## src/rtl/dcache.sv

```systemverilog
// Two-way set-associative write-back data cache, 8 sets of 2-word blocks.
// Halt flushes dirty frames, then writes the hit count to 0x3100.
module dcache (
    input  logic        CLK,
    input  logic        RST,
    input  logic        dmemREN,
    input  logic        dmemWEN,
    input  logic [31:0] dmemaddr,
    input  logic [31:0] dmemstore,
    input  logic        halt,
    output logic        dhit,
    output logic [31:0] dmemload,
    output logic        flushed,
    output logic        dREN,
    output logic        dWEN,
    output logic [31:0] daddr,
    output logic [31:0] dstore,
    input  logic        dwait,
    input  logic [31:0] dload
);

    typedef enum logic [3:0] {
        IDLE, WB1, WB2, FETCH1, FETCH2,
        FLUSH, FWB1, FWB2, CNT, DONE
    } state_t;

    state_t state, nstate;

    logic [31:0]      data [2][8][2];
    logic [25:0]      tags [2][8];
    logic [1:0][7:0]  valid;
    logic [1:0][7:0]  dirty;
    logic [7:0]       lru;
    logic [31:0]      hcnt;
    logic [3:0]       fcnt;
    logic [25:0]      rtag;
    logic [2:0]       ridx;
    logic             vway;

    logic [25:0] atag;
    logic [2:0]  aidx;
    logic        ablk;
    logic        req, hit0, hit1, hit, hway;
    logic        vict, vdirty, miss;
    logic        fway, fdirty;
    logic [2:0]  fset;
    logic        unused_ok;

    assign atag      = dmemaddr[31:6];
    assign aidx      = dmemaddr[5:3];
    assign ablk      = dmemaddr[2];
    assign unused_ok = ^dmemaddr[1:0];
    assign req       = dmemREN | dmemWEN;
    assign hit0      = valid[0][aidx] && (tags[0][aidx] == atag);
    assign hit1      = valid[1][aidx] && (tags[1][aidx] == atag);
    assign hit       = hit0 | hit1;
    assign hway      = hit1;
    assign vict      = lru[aidx];
    assign vdirty    = valid[vict][aidx] & dirty[vict][aidx];
    assign fway      = fcnt[3];
    assign fset      = fcnt[2:0];
    assign fdirty    = valid[fway][fset] & dirty[fway][fset];

    // State register
    always_ff @(posedge CLK) begin
        if (RST) state <= IDLE;
        else     state <= nstate;
    end

    // Next state and all bus/datapath outputs
    always_comb begin
        nstate   = state;
        dhit     = 1'b0;
        dmemload = 32'h0;
        flushed  = 1'b0;
        dREN     = 1'b0;
        dWEN     = 1'b0;
        daddr    = 32'h0;
        dstore   = 32'h0;
        miss     = 1'b0;
        unique case (state)
            IDLE: begin
                if (halt) begin
                    nstate = FLUSH;
                end else if (req && hit) begin
                    dhit     = 1'b1;
                    dmemload = data[hway][aidx][ablk];
                end else if (req) begin
                    miss   = 1'b1;
                    nstate = vdirty ? WB1 : FETCH1;
                end
            end
            WB1: begin
                dWEN   = 1'b1;
                daddr  = {tags[vway][ridx], ridx, 3'b000};
                dstore = data[vway][ridx][0];
                if (!dwait) nstate = WB2;
            end
            WB2: begin
                dWEN   = 1'b1;
                daddr  = {tags[vway][ridx], ridx, 3'b100};
                dstore = data[vway][ridx][1];
                if (!dwait) nstate = FETCH1;
            end
            FETCH1: begin
                dREN  = 1'b1;
                daddr = {rtag, ridx, 3'b000};
                if (!dwait) nstate = FETCH2;
            end
            FETCH2: begin
                dREN  = 1'b1;
                daddr = {rtag, ridx, 3'b100};
                if (!dwait) nstate = IDLE;
            end
            FLUSH: begin
                if (fdirty)             nstate = FWB1;
                else if (fcnt == 4'd15) nstate = CNT;
            end
            FWB1: begin
                dWEN   = 1'b1;
                daddr  = {tags[fway][fset], fset, 3'b000};
                dstore = data[fway][fset][0];
                if (!dwait) nstate = FWB2;
            end
            FWB2: begin
                dWEN   = 1'b1;
                daddr  = {tags[fway][fset], fset, 3'b100};
                dstore = data[fway][fset][1];
                if (!dwait) nstate = (fcnt == 4'd15) ? CNT : FLUSH;
            end
            CNT: begin
                dWEN   = 1'b1;
                daddr  = 32'h0000_3100;
                dstore = hcnt;
                if (!dwait) nstate = DONE;
            end
            DONE: flushed = 1'b1;
            default: nstate = IDLE;
        endcase
        if (RST) begin
            nstate   = IDLE;
            dhit     = 1'b0;
            dmemload = 32'h0;
            flushed  = 1'b0;
            dREN     = 1'b0;
            dWEN     = 1'b0;
            daddr    = 32'h0;
            dstore   = 32'h0;
            miss     = 1'b0;
        end
    end

    // Cache arrays, LRU, hit counter, miss and flush bookkeeping
    always_ff @(posedge CLK) begin
        if (RST) begin
            valid <= '0;
            dirty <= '0;
            lru   <= '0;
            hcnt  <= '0;
            fcnt  <= '0;
            rtag  <= '0;
            ridx  <= '0;
            vway  <= 1'b0;
        end else begin
            if (dhit) begin
                hcnt      <= hcnt + 32'd1;
                lru[aidx] <= ~hway;
                if (dmemWEN) begin
                    data[hway][aidx][ablk] <= dmemstore;
                    dirty[hway][aidx]      <= 1'b1;
                end
            end
            if (miss) begin
                hcnt <= hcnt - 32'd1;
                vway <= vict;
                rtag <= atag;
                ridx <= aidx;
            end
            if (state == IDLE && halt) fcnt <= '0;
            if (state == FETCH1 && !dwait) data[vway][ridx][0] <= dload;
            if (state == FETCH2 && !dwait) begin
                data[vway][ridx][1] <= dload;
                tags[vway][ridx]    <= rtag;
                valid[vway][ridx]   <= 1'b1;
                dirty[vway][ridx]   <= 1'b0;
            end
            if (state == FLUSH && !fdirty) fcnt <= fcnt + 4'd1;
            if (state == FWB2 && !dwait) begin
                dirty[fway][fset] <= 1'b0;
                fcnt              <= fcnt + 4'd1;
            end
        end
    end

endmodule
```

## config.mk

```make
export PLATFORM = sky130hd
export DESIGN_NAME = dcache
export DESIGN_NICKNAME = d
export VERILOG_FILES = /design/src/rtl/dcache.sv
export SDC_FILE = /design/constraint.sdc
export NUM_CORES = 2
export LEC_CHECK = 0
export CORE_UTILIZATION = 55
export DETAILED_ROUTE_END_ITERATION = 8
export DONT_BUFFER_PORTS = 1
export PLACE_DENSITY_LB_ADDON = 0.1
export SYNTH_ARGS = -nofsm -noshare
export SYNTH_HDL_FRONTEND = slang
export SYNTH_SLANG_ARGS = --single-unit
export TNS_END_PERCENT = 10
```

## constraint.sdc

```tcl
create_clock -name CLK -period 15.8 [get_ports CLK]
set_clock_uncertainty 0.2 [all_clocks]
set_input_delay 0 -clock CLK [delete_from_list [all_inputs] [get_ports CLK]]
set_output_delay 0 -clock CLK [all_outputs]
set_load 0.005 [all_outputs]
```

==> run metrics <==
placer congestion estimate=0.895; Crit path max-delay family=compound AO/OA/AOI/OAI gates; initial core utilization=55.4%; share of the synthesized area in the top cell type=50.7%; simple-gate share of the synthesized area=5.07%; setup TNS=0 ps; # setup viols final=0; Mapped Cells=5381; mux contribution to synthesized area=30.2%; CTS tree=done; Reg clk slew, reported paths=60 ps; Tot Pwr=10.7 mW; Antenna Nets Post-Route=0; Post-CTS Setup Repair Bufs=0; Critical path buffers and inverters=4; outcome=finished with violations; CTS HTree Levels=4; Avg Synthesized Cell Area=15.8 um^2; clock buffer depth=3; crit path DAT=8480 ps; WL/cell=42.1 um; number of fill cells in the layout=11283; top post-synthesis cells by area=edfxtp_1 51%, mux4_2 25%, mux2i_1 3.9%, dfxtp_1 2.6%, nand2_1 1.9%; cts bufs inserted=170; failing checks=DRC; Vias=59691; largest family of logic cells by synthesized area=multiplexers; gr usage total=40.6%; Adder-Cell Fraction of Synth Area=0.508%; Worst EP required=16290 ps; Yosys reg bits=1552; clock root cell=clkbuf_16; floorplan core area=154000 um^2; Peak supply drop=0.119 mV; most frequent cell after synthesis=edfxtp_1; first-pass GRT wire length=444000 um; share of layout cells above drive strength 1=28.1%; max-slew violation count=0; Layout area overhead=10.8%; DRC viols=2; Hold Path Depth=3; clk_lat worst skew=820 ps; Hold Path Class=in -> reg; relative slew slack=14.7%; classification of the worst setup path=in -> reg; chip width=396 um; compound-cell area share of the yosys netlist=7.43%; Final Hold Fails=0; largest area contributor in the netlist=edfxtp_1; Max Freq=0.125 GHz; # port buffers=0; sequential share of the synthesized area=53.3%; chip height=396 um; Crit. End Element=flip-flop; Leakage Power=28.0 nW; Mapped Area=85300 um^2; row count=144; library cells used by synthesis=90; post-synthesis xor/xnor area fraction=0.647%; Initial DRT Pass Iterations=8; CP Cell Sequence=dlygate4sd3_1 > and3b_2 > dlygate4sd3_1 > buf_4 > a22o_1 > a2111oi_0 > xnor2_1 > nand2_1 > or4_1 > o22ai_2 > nor3_4 > buf_4 > ha_1 > nor2b_1 > o21ai_0 > a21boi_0 > o21ai_0 > a21oi_1 > nor3_1 > o41ai_1 > nand3_1 > a21oi_1 > or3_1 > o211ai_1; YS warnings=0; CP max stage delay=950 ps; nature of the critical path startpoint=input port; Remaining Overflow, GRT=0; post-layout util=61.3%; Final Net Count=5491; final worst-path cycle share=50.6%; die area=157000 um^2; RSZ-0062 raised after global routing=false; vias in the first global route=58030; reg2reg path depth=23; Top Ports=202; initial antenna violation count=14; total clock sinks=1552; Slew @ Worst Pin=1280 ps; ys flop type=edfxtp_1; EDFF count, synth=1440; Post-synth top cells=1440 x edfxtp_1, 947 x mux4_2, 424 x nand2_1, 331 x mux2i_1, 306 x clkbuf_1; max cap viols=0; worst-path fanout max=88; Slowest cell on crit path=dlygate4sd3_1; Levels on crit path=24; Final min period=7990 ps; drt via density=7.91; Power Density=113 nW/um^2; share of flip-flops with an asynchronous set or reset=0%; placed cell areas=87700 um^2; WL final=317000 um; Final Instance Area=94500 um^2; largest net degree at the start of global routing=197; Starting DRT DRC Count=10242; Final HPWL DP=170000 um
routing by layer:
metal	wire length, um	vias up	global-route usage [%]
met5	156	-	0.277
met1	110000	30499	54.3
met4	20800	18	22.8
met2	141000	5253	59.7
met3	46100	1165	12.1
li1	-	22756	-
worst register-to-register path: stages, from the launching register on:
cell and delay (ps):
edfxtp_1 410, mux2i_1 260, o22ai_1 150, o31ai_1 920
a2111oi_4 210, nand4_2 210, or3_1 140, buf_4 410
o22ai_2 340, nor3_4 610, buf_4 490, inv_2 90
fa_1 390, nor2b_1 160, o21ai_0 120, a21boi_0 280
o21ai_0 210, a21oi_1 300, nor3_1 120, o41ai_1 930
nand3_1 250, a21oi_1 240, or3_1 140, o211ai_1 70
power by group:
part           leakage, nW  internal [mW]  switching [mW]  total (mW)
sequential            14.0           4.63           0.128        4.76
clock                 2.69           2.29            1.69        3.97
combinational         11.4          0.757            1.20        1.96
kinds of logic (layout without fill, tap and decap cells):
kind of cell / Yosys count / after routing
buffers and inverters: 527 / 642
XOR/XNOR: 63 / 63
AND/OR/NAND/NOR: 937 / 937
flip-flops: 1552 / 1552
AO/OA/AOI/OAI: 901 / 901
adder cells (fa/ha/maj): 34 / 34
multiplexers: 1366 / 1366
other: 1 / 9
metrics by stage:
stage,hold WS [ps],instances,worst slack [ps]
floorplan,-101,5382,9380
global placement,-103,7094,8200
detailed placement,-97.4,7094,8100
CTS,1.51,7541,8160
global route,52.6,7541,7690
finish,39.8,7548,7810
placed cells by master (no fill, tap or decap), types with 19 or more instances in the layout:
cell type	instances
buf_4	146
clkbuf_16	178
o22ai_1	117
nand3_1	146
a21oi_1	139
xnor2_1	58
dfxtp_1	104
a211oi_1	23
mux2i_1	331
inv_1	35
nor2_1	113
a21o_1	34
o211ai_1	24
o21ai_0	83
mux4_2	947
nor2_4	19
o22ai_4	32
a31oi_1	50
ha_1	33
nor3_1	47
nor2b_1	21
edfxtp_1	1440
clkbuf_1	44
clkinv_2	32
a22oi_1	112
clkinv_1	28
nand2_1	418
nand4_1	41
a221oi_1	66
dlygate4sd3_1	132
o22a_1	28
mux2_2	77
a32oi_1	56
state kept, by name, indices dropped and copies added, names as in the netlist, named ones only:
register and flops:
dirty 16, fcnt 4, state 4, data 1024, hcnt 32, ridx 3, rtag 26, lru 8
vway 1, valid 16, tags 416
what timing repair did:
item                                     CTS  global route
hold buffers                             133             0
resized for setup                          0             0
hold endpoints to repair                1205             0
endpoints found under the setup margin     0             0
layout make-up:
type / instances / area [um^2] / share of cell area [%]
clock buffers: 233 / 4770 / 5.05
diodes: 7 / 17.5 / 0.0185
flip-flops and latches: 1552 / 45500 / 48.2
multi-input cells: 3303 / 38200 / 40.4
clock inverters: 81 / 713 / 0.755
well taps: 2044 / 2560 / 2.71
repair buffers: 288 / 2630 / 2.78
inverters: 40 / 150 / 0.159
final timing paths:
| kind | endpoint | from | slack [ps] |
|---|---|---|---|
| setup / recovery | hcnt[30] | dmemaddr[5] | 7810 |
| hold / removal | fcnt[2] | RST | 40 |
| setup reg to reg | hcnt[30] | tags[1][21] | 8010 |
| hold reg to reg | hcnt[6] | hcnt[6] | 280 |
(Power assumes the default switching activity.)
